[config.mk]
export PLATFORM = sky130hd
export DESIGN_NAME = fir_decim_buffer
export DESIGN_NICKNAME = d
export VERILOG_FILES = /design/src/rtl/fir_decim_buffer.sv
export SDC_FILE = /design/constraint.sdc
export NUM_CORES = 1
export LEC_CHECK = 0
export CORE_MARGIN = 4
export CORE_UTILIZATION = 50
export CTS_CLUSTER_DIAMETER = 150
export DETAILED_ROUTE_END_ITERATION = 8
export PLACE_DENSITY_LB_ADDON = 0.12
export SYNTH_ARGS = -nofsm -noshare
export SYNTH_HDL_FRONTEND = slang
export SYNTH_SLANG_ARGS = --single-unit
[constraint.sdc]
create_clock -name clk -period 2.9 [get_ports clk]
set_clock_uncertainty 0.05 [all_clocks]
set_input_delay 0.29 -clock clk [delete_from_list [all_inputs] [get_ports clk]]
set_output_delay 0.29 -clock clk [all_outputs]
set_load 0.03 [all_outputs]
[src/rtl/fir_decim_buffer.sv]
// Decimating block accumulator behind the 2-tap FIR: sums DECIM samples per block
// and queues the sums in a small FIFO read through a valid/ready handshake.
module fir_decim_buffer #(
  parameter int BW_IN  = 3,
  parameter int DECIM  = 4,
  parameter int BW_ACC = BW_IN + $clog2(DECIM),
  parameter int DEPTH  = 4
) (
  input  logic                       clk,
  input  logic                       reset,
  input  logic signed [BW_IN-1:0]    y_in,
  input  logic                       y_en,
  output logic signed [BW_ACC-1:0]   out_data,
  output logic                       out_valid,
  input  logic                       out_ready,
  output logic [$clog2(DEPTH):0]     level,
  output logic                       overflow
);

  localparam int CW = $clog2(DECIM);
  localparam int PW = $clog2(DEPTH);
  localparam int LW = PW + 1;
  localparam logic [CW-1:0] CNT_LAST = CW'(DECIM - 1);
  localparam logic [LW-1:0] LVL_FULL = LW'(DEPTH);

  logic signed [BW_ACC-1:0] acc_q, acc_d;
  logic [CW-1:0]            cnt_q, cnt_d;
  logic [PW-1:0]            wr_ptr_q, wr_ptr_d;
  logic [PW-1:0]            rd_ptr_q, rd_ptr_d;
  logic [LW-1:0]            level_q, level_d;
  logic                     overflow_q, overflow_d;
  logic signed [BW_ACC-1:0] out_data_q, out_data_d;
  logic signed [BW_ACC-1:0] mem_q [DEPTH];
  logic signed [BW_ACC-1:0] mem_d [DEPTH];

  logic signed [BW_ACC-1:0] y_sext;
  logic signed [BW_ACC-1:0] sum;
  logic                     blk_done;
  logic                     do_pop;
  logic                     do_push;

  always_comb begin
    y_sext   = {{(BW_ACC-BW_IN){y_in[BW_IN-1]}}, y_in};
    sum      = acc_q + y_sext;
    blk_done = y_en && (cnt_q == CNT_LAST);
    do_pop   = (level_q != '0) && out_ready;
    // A full FIFO still accepts the new sum when the head leaves on the same edge.
    do_push  = blk_done && ((level_q != LVL_FULL) || do_pop);

    acc_d      = acc_q;
    cnt_d      = cnt_q;
    wr_ptr_d   = wr_ptr_q;
    rd_ptr_d   = rd_ptr_q;
    level_d    = level_q;
    overflow_d = overflow_q;
    mem_d      = mem_q;

    if (y_en) begin
      if (blk_done) begin
        acc_d = '0;
        cnt_d = '0;
      end else begin
        acc_d = sum;
        cnt_d = cnt_q + 1'b1;
      end
    end

    if (blk_done && !do_push) overflow_d = 1'b1;

    if (do_push) begin
      mem_d[wr_ptr_q] = sum;
      wr_ptr_d        = wr_ptr_q + 1'b1;
    end
    if (do_pop) rd_ptr_d = rd_ptr_q + 1'b1;

    if (do_push && !do_pop)      level_d = level_q + 1'b1;
    else if (do_pop && !do_push) level_d = level_q - 1'b1;

    // Head register follows the new head; holds its last value when the FIFO empties.
    out_data_d = (level_d != '0) ? mem_d[rd_ptr_d] : out_data_q;
  end

  always_ff @(posedge clk) begin
    if (reset) begin
      acc_q      <= '0;
      cnt_q      <= '0;
      wr_ptr_q   <= '0;
      rd_ptr_q   <= '0;
      level_q    <= '0;
      overflow_q <= 1'b0;
      out_data_q <= '0;
      mem_q      <= '{default: '0};
    end else begin
      acc_q      <= acc_d;
      cnt_q      <= cnt_d;
      wr_ptr_q   <= wr_ptr_d;
      rd_ptr_q   <= rd_ptr_d;
      level_q    <= level_d;
      overflow_q <= overflow_d;
      out_data_q <= out_data_d;
      mem_q      <= mem_d;
    end
  end

  assign out_data  = out_data_q;
  assign out_valid = (level_q != '0);
  assign level     = level_q;
  assign overflow  = overflow_q;

endmodule

# Word-level counts from Yosys, hierarchy flattened

Index checks and enable logic that the tools add are counted.

Register bits: 40
Bits in latches: 0
Memory bits (writable): 0
Bits in read-only memories: 0
Bits of input ports: 7
Output and inout port bits: 10
Word-level logic and storage cells: 48
Memories kept: 0

$add $sub $neg: 6
Multipliers: 0
Div/mod/pow operators: 0
Magnitude comparators: 3
Equal/unequal tests: 2
Shifts and indexed selects: 0
Multiplexer cells: 12
Bitwise gates (word level): 2
Reduce and logical (&&, ||, !) cells: 12

Operator list:

| cell                  | number |
|---|---|
| $bwmux W20            | 1 |
| $mux W20              | 1 |
| $mux W5               | 4 |
| $bmux W5 S2           | 1 |
| $demux W5 S2          | 1 |
| $logic_and A1 B1 Y1   | 7 |
| $add A2 B1 Y2 const B | 3 |
| $ge A3 B3 Y1 const B  | 2 |
| $mux W3               | 2 |
| $not A2 Y3            | 2 |
| $reduce_bool A3 Y1    | 2 |
| $add A5 B3 Y5         | 1 |
| $mux W2               | 2 |
| $add A3 B1 Y3 const B | 1 |
| $lt A3 B1 Y1 const B  | 1 |
| $ne A3 B3 Y1 const B  | 1 |
| $sub A3 B1 Y3 const B | 1 |
| $eq A2 B2 Y1 const B  | 1 |
| $logic_not A1 Y1      | 2 |
| $logic_or A1 B1 Y1    | 1 |

# Logic depth before layout (Yosys ltp)

Gate-level depths: netlist of run 1.

Word-level depth: 10
Depth in mapped cells: 12
Gate-level depth less buffers: 10

# Worst setup path before layout of run 1

OpenSTA, ideal clock, no wires.

Path type: register to register
From: register level_q[0], in the netlist level[0]
To: register out_data_q[2], in the netlist out_data[2]
Arrival time: 2,466 ps
Required time: 2,722 ps
Setup slack: 256 ps
Stages on the path, launching flop included: 13
Cell sequence: dfxtp_1 > inv_1 > ha_1 > buf_6 > nor2b_4 > inv_1 > nand2_1 > xnor2_1 > buf_2 > mux2i_1 > mux2_2 > mux2i_1 > nor2_1

Longest elaborated chain between the ends: 9
Elaborated cells between the ends (all ways): 20

RTL lines:

| element                                                          | line | RTL |
|---|---|---|
| start: declaration                                               | 30   | `logic [LW-1:0] level_q, level_d;` |
| start signal: assignment                                         | 98   | `level_q <= level_d;` |
| $reduce_bool A3 Y1 (*)                                           | n/a  |  |
| named net out_valid                                              | 14   | `output logic out_valid,` |
| $logic_and A1 B1 Y1 (*)                                          | 46   | `do_pop = (level_q != '0) && out_ready;` |
| parallel branches: the longest is 7 deep, another holds $mux W20 | n/a  |  |
| end signal: assignment                                           | 100  | `out_data_q <= out_data_d;` |
| end: declaration                                                 | 32   | `logic signed [BW_ACC-1:0] out_data_q, out_data_d;` |

Mark *: on every way through the listed nets, which the timed path passes. The select of a mux whose other input is x is not followed.
A chain may end at the register's enable or synchronous reset.

# Worst setup path after layout of run 1

From: register level_q[1], in the netlist level[1]
To: register out_data_q[0], in the netlist out_data[0]

Longest elaborated chain between the ends: 9
Elaborated cells between the ends (all ways): 20

RTL lines:

| element |
|---|
| parallel branches: the longest is 9 deep, another holds $mux W20 |

Several ways; the timed one is not identified. The select of a mux whose other input is x is not followed.

==> results of run 1 <==
where the power goes:
group	internal [W]	switching [W]
registers	0.000605	0.0000423
clock network	0.000255	0.000197
logic	0.000378	0.000546
final timing paths:
kind	depth (start not counted)	end	startpoint
max	9	out_data[0]	level[1]
min	2	mem_q[5]	mem_q[5]
max reg2reg	9	out_data[0]	level[1]
min reg2reg	2	mem_q[5]	mem_q[5]
worst max-delay path, delay by kind of cell, from the launching register on:
family                     cells  cell delay [ns]
buffers and inverters          1             0.09
adders and majority gates      1             0.27
and+or+nand+nor                4             0.92
AOI/OAI and AO/OA              3             0.79
DFF                            1             0.40
kinds of logic (layout without fill, tap and decap cells):
family | Yosys count | after routing | share of synthesized area
muxes | 15 | 15 | 0.07275
buffers and inverters | 27 | 44 | 0.05784
adders and majority gates | 13 | 13 | 0.08110
xor gates and xnor gates | 7 | 7 | 0.02922
and+or+nand+nor | 89 | 89 | 0.2033
DFF | 40 | 40 | 0.3816
AOI/OAI and AO/OA | 55 | 55 | 0.1741
metal layers:
layer  global-route usage  wire, um  vias up
met5                    0         0        -
met4              0.05943        48        0
met3              0.04683       157        5
met2               0.3066      2228       32
met1               0.2504      2152      844
li1                     -         -      887
layout make-up:
class,count,area share
multi-input cells,179,0.4898
flip-flops and latches,40,0.3335
repair buffers,21,0.08233
clock buffers,6,0.03022
well taps,50,0.02606
inverters,15,0.02345
clock inverters,2,0.01459
flip-flops by register name (all words and copies together) (netlist names):
| name | flops |
|---|---|
| mem_q | 20 |
| overflow | 1 |
| level | 3 |
| wr_ptr_q | 2 |
| acc_q | 5 |
| out_data | 5 |
| cnt_q | 2 |
| rd_ptr_q | 2 |
per-stage QoR:
stage	area, um^2	hold WS (ns)
detailed placement	2293	0.3988
global route	2401	0.4373
CTS	2401	0.4097
global placement	2293	0.3931
floorplan	2098	0.3857
finish	2401	0.4091
what timing repair did:
action	CTS	global route
resized for setup	0	1
setup buffers	0	0
setup endpoints to repair	0	1
cells in the final DEF (no fill, tap or decap), types with 5 or more instances in the layout:
master                            instances
sky130_fd_sc_hd__nand3_1                  9
sky130_fd_sc_hd__a21oi_1                 18
sky130_fd_sc_hd__o21ai_0                  8
sky130_fd_sc_hd__ha_1                    12
sky130_fd_sc_hd__xnor2_1                  6
sky130_fd_sc_hd__buf_4                    5
sky130_fd_sc_hd__inv_1                   14
sky130_fd_sc_hd__clkbuf_8                 5
sky130_fd_sc_hd__nand2_1                 18
sky130_fd_sc_hd__clkdlybuf4s50_1         16
sky130_fd_sc_hd__a22oi_1                  5
sky130_fd_sc_hd__dfxtp_1                 40
sky130_fd_sc_hd__nor2_1                  38
sky130_fd_sc_hd__and2_1                   8
sky130_fd_sc_hd__mux2i_1                 13
==> results.sh, run 1 <==
export IMPL_root_buffer="sky130_fd_sc_hd__clkbuf_8"
export IMPL_port_bufs=16
export IMPL_finalCoreUtilization=0.5960
export IMPL_post_layout_nonfiller_instances=313
export IMPL_critical_path_arrival_ns=2.74
export IMPL_critPathCaptureType="register"
export IMPL_synth_top_cells_by_area="sky130_fd_sc_hd__dfxtp_1, sky130_fd_sc_hd__ha_1, sky130_fd_sc_hd__nor2_1"
export IMPL_unrepaired_setup_endpoints_after_global_routing="false"
export IMPL_cpMaxStageDelayCell="sky130_fd_sc_hd__dfxtp_1"
export IMPL_power_ir_vdd_worst_mv=0.3592
export IMPL_yosys_register_bits=40
export IMPL_synth_largest_area_cell="sky130_fd_sc_hd__dfxtp_1"
export IMPL_num_antenna_cells=0
export IMPL_first_pass_iters=4
export IMPL_postSynth_topFlopCell="sky130_fd_sc_hd__dfxtp_1"
export IMPL_worst_case_setup_slack_after_placement_ns=0.05994
export IMPL_multi_input_comb_area_mm2=0.001176
export IMPL_finalCritPeriodShare=0.9015
export IMPL_cts_root_to_sink_buffers=2
export IMPL_critPathKind="register to register"
export IMPL_tritoncts="done"
export IMPL_power_leakage_nw=0.9693
export IMPL_synthesis_nets=266
export IMPL_total_die_area_mm2=0.005297
export IMPL_num_vias=1768
export IMPL_post_drt_via_cell_ratio=5.649
export IMPL_netlist_area_leader_share=0.3816
export IMPL_layout_area_overhead_pct=14.43
export IMPL_power_per_cell_area_mw_per_mm2=843.1
export IMPL_grt_start_max_net_pins=36
export IMPL_wl_per_cell_um=14.65
export IMPL_hold_path_class="register to register"
export IMPL_initial_core_util=0.5208
export IMPL_area_sequential_um2=800.8
export IMPL_synthesis_instances=246
export IMPL_tns_ns=0
export IMPL_cpPeakStageDelay_ns=0.40
export IMPL_drc=0
export IMPL_coreArea_mm2=0.004029
export IMPL_finalNetCount=282
export IMPL_num_rows=23
export IMPL_synthesis_area_per_instance_um2=8.530
export IMPL_syn_area_mm2=0.002098
export IMPL_setup_viol=0
export IMPL_post_cts_hold_buffer_count=0
export IMPL_crit_required_ns=3.03
export IMPL_synthDistinctLibCells=42
export IMPL_layout_drive_gt1_share=0.07224
export IMPL_ff2ff_setup_slack_ns=0.29
export IMPL_die_w_um=72.78
export IMPL_finalHoldViolCount=0
export IMPL_worst_skew_pair_late_latency_ns=0.29
export IMPL_maxClockFrequency_mhz=382.5
export IMPL_placed_cells_incl_taps=305
export IMPL_max_cap_viol_count=0
export IMPL_synth_seq_area_share=0.3816
export IMPL_htree_levels=2
export IMPL_synth_enable_flop_cells=0
export IMPL_antenna_left=0
export IMPL_cp_max_fo=8
export IMPL_post_layout_total_power_w=0.002024
export IMPL_finalMaxSlewViolations=0
export IMPL_grt_remaining_overflow=0
export IMPL_die_height_um=72.78
export IMPL_grt_use_total=0.1902
export IMPL_synthArstFlopShare=0
export IMPL_drtIter0Drc=76
export IMPL_drt_wl_total_um=4587
export IMPL_numCtsBuffers=5
export IMPL_finalWorstSetupSlack_ns=0.2856
export IMPL_synthTopCellsByCount="sky130_fd_sc_hd__dfxtp_1, sky130_fd_sc_hd__nor2_1, sky130_fd_sc_hd__a21oi_1, sky130_fd_sc_hd__nand2_1, sky130_fd_sc_hd__inv_1"
export IMPL_io_pin_count=17
export IMPL_run_status="completed"
export IMPL_worstSetupStartpointType="register"
export IMPL_slew_limit_headroom=0.6092
export IMPL_path_cells="inv_1 > ha_1 > nor2b_4 > or3_4 > and2_1 > a32o_1 > a211o_1 > a21oi_1 > nor3_1"
export IMPL_clk_pin_slew_worst_paths_ns=0.08
export IMPL_globalplace_congestion=0.8610
export IMPL_hpwlAfterDp_um=3294
export IMPL_period_needed_ns=2.614
export IMPL_fillerInstances=404
export IMPL_antenna_found_initial=0
export IMPL_clock_sinks=40
export IMPL_worst_slew_pin_slew_ns=0.5862
export IMPL_ys_warn_count=0
export IMPL_synth_most_common_cell="sky130_fd_sc_hd__dfxtp_1"
export IMPL_number_of_global_route_vias_before_repair=1653
export IMPL_grt_first_pass_wirelength_um=7741
No activity file was read; power rests on OpenSTA's default activity.
==> inputs of run 2 (changes only) <==
--- a/config.mk
+++ b/config.mk
@@ -9,7 +9,7 @@
 export CORE_UTILIZATION = 50
 export CTS_CLUSTER_DIAMETER = 150
 export DETAILED_ROUTE_END_ITERATION = 8
-export PLACE_DENSITY_LB_ADDON = 0.12
+export PLACE_DENSITY = 0.7
 export SYNTH_ARGS = -nofsm -noshare
 export SYNTH_HDL_FRONTEND = slang
 export SYNTH_SLANG_ARGS = --single-unit
==> run 2 against run 1 <==
Against the previous run:
- power decreased by 3.5%
- critical path depth unchanged
- cell count increased by 1.3%
- utilization is 0.43 points higher
- worst setup slack gained 0.023 ns
- sequential power hardly changed
==> results.sh, run 2 (same netlist as run 1, synthesis figures left out) <==
export IMPL_clk_pin_slew_worst_paths_ns=0.08
export IMPL_tns_ns=0
export IMPL_max_cap_viol_count=0
export IMPL_finalHoldViolCount=0
export IMPL_antenna_found_initial=0
export IMPL_wl_per_cell_um=14.10
export IMPL_post_layout_nonfiller_instances=317
export IMPL_worst_slew_pin_slew_ns=0.5519
export IMPL_postCtsSetupRepairBufs=0
export IMPL_hold_path_class="register to register"
export IMPL_numCtsBuffers=5
export IMPL_finalCritPeriodShare=0.8936
export IMPL_power_per_cell_area_mw_per_mm2=807.7
export IMPL_clock_sinks=40
export IMPL_grt_first_pass_wirelength_um=7624
export IMPL_critPathKind="register to register"
export IMPL_layout_cells_most_common="sky130_fd_sc_hd__dfxtp_1"
export IMPL_num_rows=23
export IMPL_die_w_um=72.78
export IMPL_power_leakage_nw=0.9783
export IMPL_maxClockFrequency_mhz=385.9
export IMPL_first_pass_iters=4
export IMPL_antenna_left=0
export IMPL_slew_limit_headroom=0.6309
export IMPL_max_flop_register="mem_q"
export IMPL_cts_resized=0
export IMPL_layout_common_cells="sky130_fd_sc_hd__dfxtp_1, sky130_fd_sc_hd__nor2_1, sky130_fd_sc_hd__nand2_1, sky130_fd_sc_hd__a21oi_1, sky130_fd_sc_hd__clkdlybuf4s50_1"
export IMPL_finalMaxSlewViolations=0
export IMPL_worstSetupStartpointType="register"
export IMPL_htree_levels=2
export IMPL_post_layout_total_power_w=0.001954
export IMPL_die_height_um=72.78
export IMPL_placed_cells_incl_taps=309
export IMPL_critPathCaptureType="register"
export IMPL_cts_root_to_sink_buffers=2
export IMPL_power_ir_vdd_worst_mv=0.4195
export IMPL_total_die_area_mm2=0.005297
export IMPL_period_needed_ns=2.591
export IMPL_layout_drive_gt1_share=0.08989
export IMPL_drt_wl_total_um=4470
export IMPL_post_cts_hold_buffer_count=0
export IMPL_io_pin_count=17
export IMPL_globalplace_congestion=0.8197
export IMPL_root_buffer="sky130_fd_sc_hd__clkbuf_8"
export IMPL_coreArea_mm2=0.004029
export IMPL_drtIter0Drc=62
export IMPL_critical_path_arrival_ns=2.71
export IMPL_number_of_global_route_vias_before_repair=1647
export IMPL_grt_start_max_net_pins=23
export IMPL_grt_remaining_overflow=0
export IMPL_largest_register_ffs=20
export IMPL_cp_max_fo=8
export IMPL_drc=0
export IMPL_worst_skew_pair_late_latency_ns=0.30
export IMPL_grt_use_total=0.1869
export IMPL_crit_required_ns=3.01
export IMPL_run_status="completed"
export IMPL_initial_core_util=0.5208
export IMPL_num_vias=1748
export IMPL_unrepaired_setup_endpoints_after_global_routing="false"
export IMPL_post_drt_via_cell_ratio=5.514
export IMPL_hpwlAfterDp_um=3310
export IMPL_whs_ns=0.4138
export IMPL_layout_area_overhead_pct=15.27
export IMPL_finalNetCount=286
export IMPL_setup_viol=0
export IMPL_tritoncts="done"
export IMPL_port_bufs=16
export IMPL_num_antenna_cells=0
export IMPL_finalCoreUtilization=0.6003
==> run 2: changes by cell type in the layout (fill, tap and decap cells not counted) <==
cell	delta
sky130_fd_sc_hd__and2_1	-1
sky130_fd_sc_hd__and2_2	+1
sky130_fd_sc_hd__buf_4	+4
sky130_fd_sc_hd__bufinv_16	-1
sky130_fd_sc_hd__clkbuf_8	+1
sky130_fd_sc_hd__clkinv_2	-1
sky130_fd_sc_hd__clkinvlp_4	+1
sky130_fd_sc_hd__o21ai_0	+1
sky130_fd_sc_hd__o21ai_1	-1
==> run 2: final timing paths <==
| path | to | depth (start not counted) | from | slack (ns) |
|---|---|---|---|---|
| worst min register to register | mem_q[0] | 2 | mem_q[0] | 0.41 |
| worst max-delay path | out_data[0] | 9 | level[1] | 0.31 |
| worst min-delay path | mem_q[0] | 2 | mem_q[0] | 0.41 |
| worst max register to register | out_data[0] | 9 | level[1] | 0.31 |
==> run 2: stage by stage <==
stage	instance area, um^2	worst slack [ns]
floorplan	2098	0.2562
global placement	2323	0.1175
detailed placement	2323	0.06338
CTS	2417	0.2947
global route	2419	0.07125
finish	2419	0.3085
==> run 2: cell type report <==
cell class	instances	area, um^2
inverter	15	56.30
fill	374	1610
timing repair buffer	25	227.7
sequential	40	800.8
multi-input combinational	179	1177
clock buffer	7	86.33
tap	50	62.56
clock inverter	1	7.507
==> run 2: critical path, cell delays in order (launching register included) <==
cell	delay (ns)
sky130_fd_sc_hd__dfxtp_1	0.41
sky130_fd_sc_hd__inv_1	0.10
sky130_fd_sc_hd__ha_1	0.27
sky130_fd_sc_hd__nor2b_4	0.17
sky130_fd_sc_hd__or3_4	0.39
sky130_fd_sc_hd__and2_2	0.28
sky130_fd_sc_hd__a32o_1	0.27
sky130_fd_sc_hd__a211o_1	0.27
sky130_fd_sc_hd__a21oi_1	0.19
sky130_fd_sc_hd__nor3_1	0.06
==> run 2: where the power goes <==
part           leakage, nW  total (W)  internal [W]  switching, W
clock               0.0445   0.000389      0.000193      0.000196
sequential           0.325   0.000649      0.000605     0.0000438
combinational        0.609   0.000916      0.000379      0.000536
total                0.978    0.00195       0.00118      0.000776
==> run 2: routing by layer <==
metal | routed length, um | up-vias | global-route usage | share of wire
met4 | 75 | 0 | 0.07377 | 0.017
met3 | 138 | 6 | 0.04545 | 0.031
met2 | 2073 | 21 | 0.3106 | 0.46
met1 | 2182 | 831 | 0.2319 | 0.49
met5 | 0 | - | 0 | 0
li1 | - | 890 | - | -
==> patch 1 (config.mk and constraints of run 2) <==
The parameter `DEPTH` goes from 4 to 2.
--- a/src/rtl/fir_decim_buffer.sv
+++ b/src/rtl/fir_decim_buffer.sv
@@ -4,7 +4,7 @@
   parameter int BW_IN  = 3,
   parameter int DECIM  = 4,
   parameter int BW_ACC = BW_IN + $clog2(DECIM),
-  parameter int DEPTH  = 4
+  parameter int DEPTH  = 2
 ) (
   input  logic                       clk,
   input  logic                       reset,
Ports: changed (resized level); port bits go from 17 to 16. No check against the original RTL was run, so the function may have changed too.
==> patch 1 against run 2 <==
Worst setup slack improved by 120 ps; sequential power decreased by 30%; sequential cell count decreased by 13; die area decreased by 31%; total power decreased by 39%; largest power group unchanged; area after synthesis decreased by 34%; global-route usage decreased by 1.5 points; routed wire length decreased by 39%; maximum frequency increased by 4.9%; utilization increased by 1.9 points; design area decreased by 34%.
==> patch 1: results (changes against run 2) <==
Placed design
The detailed-placement wirelength estimate is 2020 um (-39%). The instance area after placement was 1560 um^2 (-33%). The count of buffers from port buffering came to 15 (-1). The final weighted congestion of routability-driven global placement is 0.824 (+0.49%).

Power and ir drop
The total net switching power is 481 uW (-38%). The worst vdd rail ir drop is 0.485 mV (+16%). The total leakage power was 0.000634 uW (-35%).

Global routing
The largest net degree at the start of global routing is 28 (+22%). The total track usage is 17.2% (-1.5 points). The via count of the first global-routing pass is 1077 (-35%). The first-pass GRT wire length was 4810 um (-37%). The initial antenna violation count came to 0 (unchanged). The leftover overflow at the end of global routing is 0 (unchanged).

Layout
The final net count was 200 (-30%). The top register by number of flip-flops is mem_q. The ratio of cells with drive above 1 in the final layout came to 5.98% (-3.0 points). The count of filler cells inserted in the layout is 255 (-32%). The number of flip-flops in the largest register is 10 (-50%). The diode insertion count for antenna repair is 0 (unchanged).

STA
The worst max-slew margin expressed relative to the limit is 37.0% (-26 points). The minimum hold slack was 414 ps (+0.543 ps). The max-slew violation count is 0 (unchanged).

Synth
Yosys instantiated no cell more often than dfxtp_1. The total of warnings raised by yosys is 0 (unchanged). Ranked by total cell area, the synthesized netlist is headed by dfxtp_1, a21oi_1, ha_1.

The number of unique standard cell types used by synthesis is 34 (-19%). In the synthesized netlist, the cells that appear most often are dfxtp_1, nor2_1, a21oi_1. The net count of the mapped netlist is 183 (-31%). The fraction of registers with async set or reset after synthesis is 0% (unchanged). The sequential-to-total area share from yosys stat is 39.1% (+0.90 points).

CTS
The total clock buffers created by CTS is 3 (-2). The deepest level of the CTS H-tree is 1 (-1). The post-CTS resize count is 0 (unchanged). The later-pin clock latency in the skew report was 320 ps (+20 ps).

The worst-case clock buffer depth was 2 (unchanged). The number of buffers added for setup after CTS was 0 (unchanged). The clock transition time at the flip-flop clock pins of the worst setup and hold paths is 140 ps (+60 ps).

The tree is rooted in a clkbuf_4.

Status
The run finished with clean final reports.

Critical path
The flop-to-flop setup slack is 430 ps (+120 ps). The top fanout value on the critical path is 7 (-1). The worst path arrival time is 2670 ps (-40 ps).

Detailed routing
The number of DRC violations after detailed-routing iteration 0 is 41 (-34%). The first-pass iteration count of the detailed router is 4 (unchanged). The routed length per placed instance is 12.7 um (-9.9%). The via density per instance is 5.41 (-2.0%).

Worst hold path
The worst hold path belongs to the class reg2reg.
-- patch 1: through the flow --
step                setup WS (ps)  std cells
detailed placement            323        210
global route                  236        214
floorplan                     611        168
CTS                           434        214
finish                        430        214
global placement              399        210
-- patch 1: layout make-up --
type                       count  area, um^2  share of cell area (%)
inverter                       9        33.8                    2.12
tap                           30        37.5                    2.36
clock buffer                   4        26.3                    1.65
multi-input combinational    125         772                    48.5
timing repair buffer          19         180                    11.3
sequential                    27         541                    34.0
-- patch 1: routing by layer --
layer	global-route usage (%)	up-vias	part of all wire (%)
met4	4.33	0	0.37
met2	27.5	26	45
met3	4.26	2	5.2
met5	0	-	0
li1	-	612	-
met1	23.2	517	50
-- patch 1: logic make-up (layout without fill, tap and decap cells) --
group / Yosys count / in the layout / synth area share, %
AOI/OAI and AO/OA: 43 / 43 / 19.4
xor gates and xnor gates: 7 / 7 / 4.43
adders and majority gates: 8 / 8 / 7.78
buffers and inverters: 16 / 32 / 5.15
DFF: 27 / 27 / 39.1
muxes: 4 / 4 / 3.25
and+or+nand+nor: 63 / 63 / 20.9
-- patch 1: final timing paths --
path              depth (start not counted)      from           to
setup / recovery                          8  level[0]  out_data[2]
hold reg to reg                           2  mem_q[0]     mem_q[0]
hold / removal                            2  mem_q[0]     mem_q[0]
setup reg to reg                          8  level[0]  out_data[2]
-- patch 1: power groups by stage --
stage | sequential, uW | clock (uW) | combinational [uW]
3_5_place_dp | 464 | 0 | 581
4_1_cts | 456 | 167 | 584
3_3_place_gp | 461 | 0 | 575
5_1_grt | 462 | 183 | 650
6_report | 455 | 161 | 585
2_1_floorplan | 524 | 0 | 346
-- patch 1: critical path: stages (launching register included) --
cell,delay (ps)
dfxtp_1,430
inv_1,110
ha_1,250
nor2b_1,400
nor3_2,120
mux2_4,290
a21o_1,250
or3_1,380
a21oi_1,110
==> patch 2 (config.mk and constraints of run 2) <==
Without the edit above. Put one more register stage on the output `level`, with the module's reset. The value now appears one clock later. The other outputs are not delayed to match.
--- a/src/rtl/fir_decim_buffer.sv
+++ b/src/rtl/fir_decim_buffer.sv
@@ -104,7 +104,13 @@
 
   assign out_data  = out_data_q;
   assign out_valid = (level_q != '0);
-  assign level     = level_q;
+  always_ff @(posedge clk) begin
+    if (reset) begin
+      level <= '0;
+    end else begin
+      level <= level_q;
+    end
+  end
   assign overflow  = overflow_q;
 
 endmodule
Formal check against the unedited RTL: not equivalent (a bounded check fails within 10 cycles, from zero or initial values and one cycle with reset high).
==> patch 2 against run 2 <==
Non-clock buffer count is 4 lower; sequential power grew 7.7%; global-route usage fell by 0.68 points; sequential cell count increased by 3; hold slack worse by 7.0 ps; worst setup slack improved by 110 ps; total power shrank 0.75%; area after synthesis up 9.4%; maximum frequency is 4.6% higher; design area rose by 5.6%; routed wire length is 0.78% higher; utilization decreased by 1.8 points; critical path type unchanged; largest cell class unchanged.
==> patch 2: results (changes against run 2) <==
Detailed routing
The number of DRC violations after detailed-routing iteration 0 is 66 (+6.5%). The number of vias in the routed layout is 1765 (+0.97%). The via density per instance came to 5.59 (+1.3%). The sum of routed wire length over all layers was 4510 um (+0.78%).

Power and ir drop
The total chip power was 1940 uW (-0.75%). The sequential power is 699 uW (+7.7%). The combinational power is 882 uW (-3.7%). The switching part of the total is 38.5% (-1.2 points).

The total leakage power came to 0.00102 uW (+3.9%). The worst vdd rail ir drop is 0.615 mV (+47%).

STA
The minimum hold slack was 407 ps (-7.02 ps). The post-route fraction of the period consumed by the critical path is 85.4% (-3.9 points). The transition time at the pin with the least slew margin is 485 ps (-67.0 ps).

CTS
The number of buffers added for setup after CTS came to 0 (unchanged). The later-pin clock latency in the skew report is 300 ps (about the same). The deepest level of the CTS H-tree is 2 (unchanged).

The post-CTS resize count was 0 (unchanged). The cell sitting at the root of the clock tree is a clkbuf_8. The quantity of hold-fixing buffers added after cts is 0 (unchanged). The clock transition time at the flip-flop clock pins of the worst setup and hold paths is 80 ps (about the same).

Synth
The complex-gate fraction of the synthesized area was 11.9% (-5.5 points). The adder and majority gate portion of the synthesized area is 7.42% (-0.69 points). The fraction of registers with async set or reset after synthesis came to 0% (unchanged). The portion of netlist area occupied by mux cells came to 9.71% (+2.4 points). The xor and xnor fraction of the mapped netlist area came to 4.91% (+2.0 points). The net count of the mapped netlist came to 267 (+0.38%). Sorting the synthesized cells by area gives the leading types as dfxtp_1, ha_1, mux2i_1. The post-synthesis area per instance is 9.29 um^2 (+8.9%). The sequential-to-total area share from yosys stat is 37.5% (-0.65 points). The number of unique standard cell types used by synthesis is 54 (+29%). After synthesis, the most frequently instantiated cells are dfxtp_1, nor2_1, nand2_1. In the synthesized netlist the dominant register cell turns out to be dfxtp_1.

Global routing
The first-pass GRT wire length is 7750 um (+1.6%). The via count of the first global-routing pass is 1689 (+2.6%). The total track usage is 18.0% (-0.68 points).

Critical path
The worst register-to-register path ends at out_data[1]. The worst path arrival time is 2610 ps (-100 ps). The top fanout value on the critical path is 10 (+2).

Among cell families on the critical path, the largest total delay comes from multiplexers. The slowest stage of the critical path belongs to the cell mux4_1. The largest stage delay on the critical path is 590 ps (+180 ps). The depth of the most critical reg-to-reg path was 8 (-1). The timing startpoint of the critical path is level_q[0].

Layout
The top register by number of flip-flops is mem_q. The utilization after layout is 58.2% (-1.8 points). The ratio of cells with drive above 1 in the final layout came to 9.09% (+0.10 points).

The count of filler cells inserted in the layout is 386 (+3.2%). The final net count was 285 (-0.35%).

Placed design
The placed instance count is 310 (+0.32%). The worst slack after detailed placement is 249 ps (+185 ps). The final weighted congestion of routability-driven global placement is 0.854 (+4.2%). The detailed-placement wirelength estimate is 3290 um (-0.54%). The instance area after placement came to 2480 um^2 (+6.8%).

Worst hold path
The endpoint with the worst hold slack is mem_q[13]. The worst hold path cell count is 2 (unchanged). The startpoint identified for the worst hold timing path is mem_q[13].

Status
The run finished with clean final reports.
-- patch 2: cell count changes in the layout (fill, tap and decap cells not counted), sizes merged, moves of 4 or more --
cell	change
or3	+4
and2	-4
and3	+8
buf	-4
nand2b	+4
nand2	+8
o21a	-4
nor2	-5
a211oi	-4
a21oi	-6
o21ai	-6
-- patch 2: metal layers --
metal  part of all wire, %  global-route usage, %
met1                    47                   22.3
met2                    47                   30.3
met3                   4.0                   4.09
met4                   1.8                   6.99
met5                     0                      0
-- patch 2: logic make-up (layout without fill, tap and decap cells) --
logic type,Yosys count,after routing
flip-flops,43,43
AO/OA/AOI/OAI,38,38
multiplexers,18,18
adder cells (fa/ha/maj),13,13
AND/OR/NAND/NOR,103,103
XOR/XNOR,9,9
buffers and inverters,23,40
-- patch 2: cell type report --
| type | count | area share [%] |
|---|---|---|
| multi-input combinational | 181 | 51.2 |
| sequential | 43 | 33.7 |
| timing repair buffer | 21 | 7.74 |
| clock buffer | 6 | 2.84 |
| tap | 52 | 2.55 |
| inverter | 13 | 2.01 |
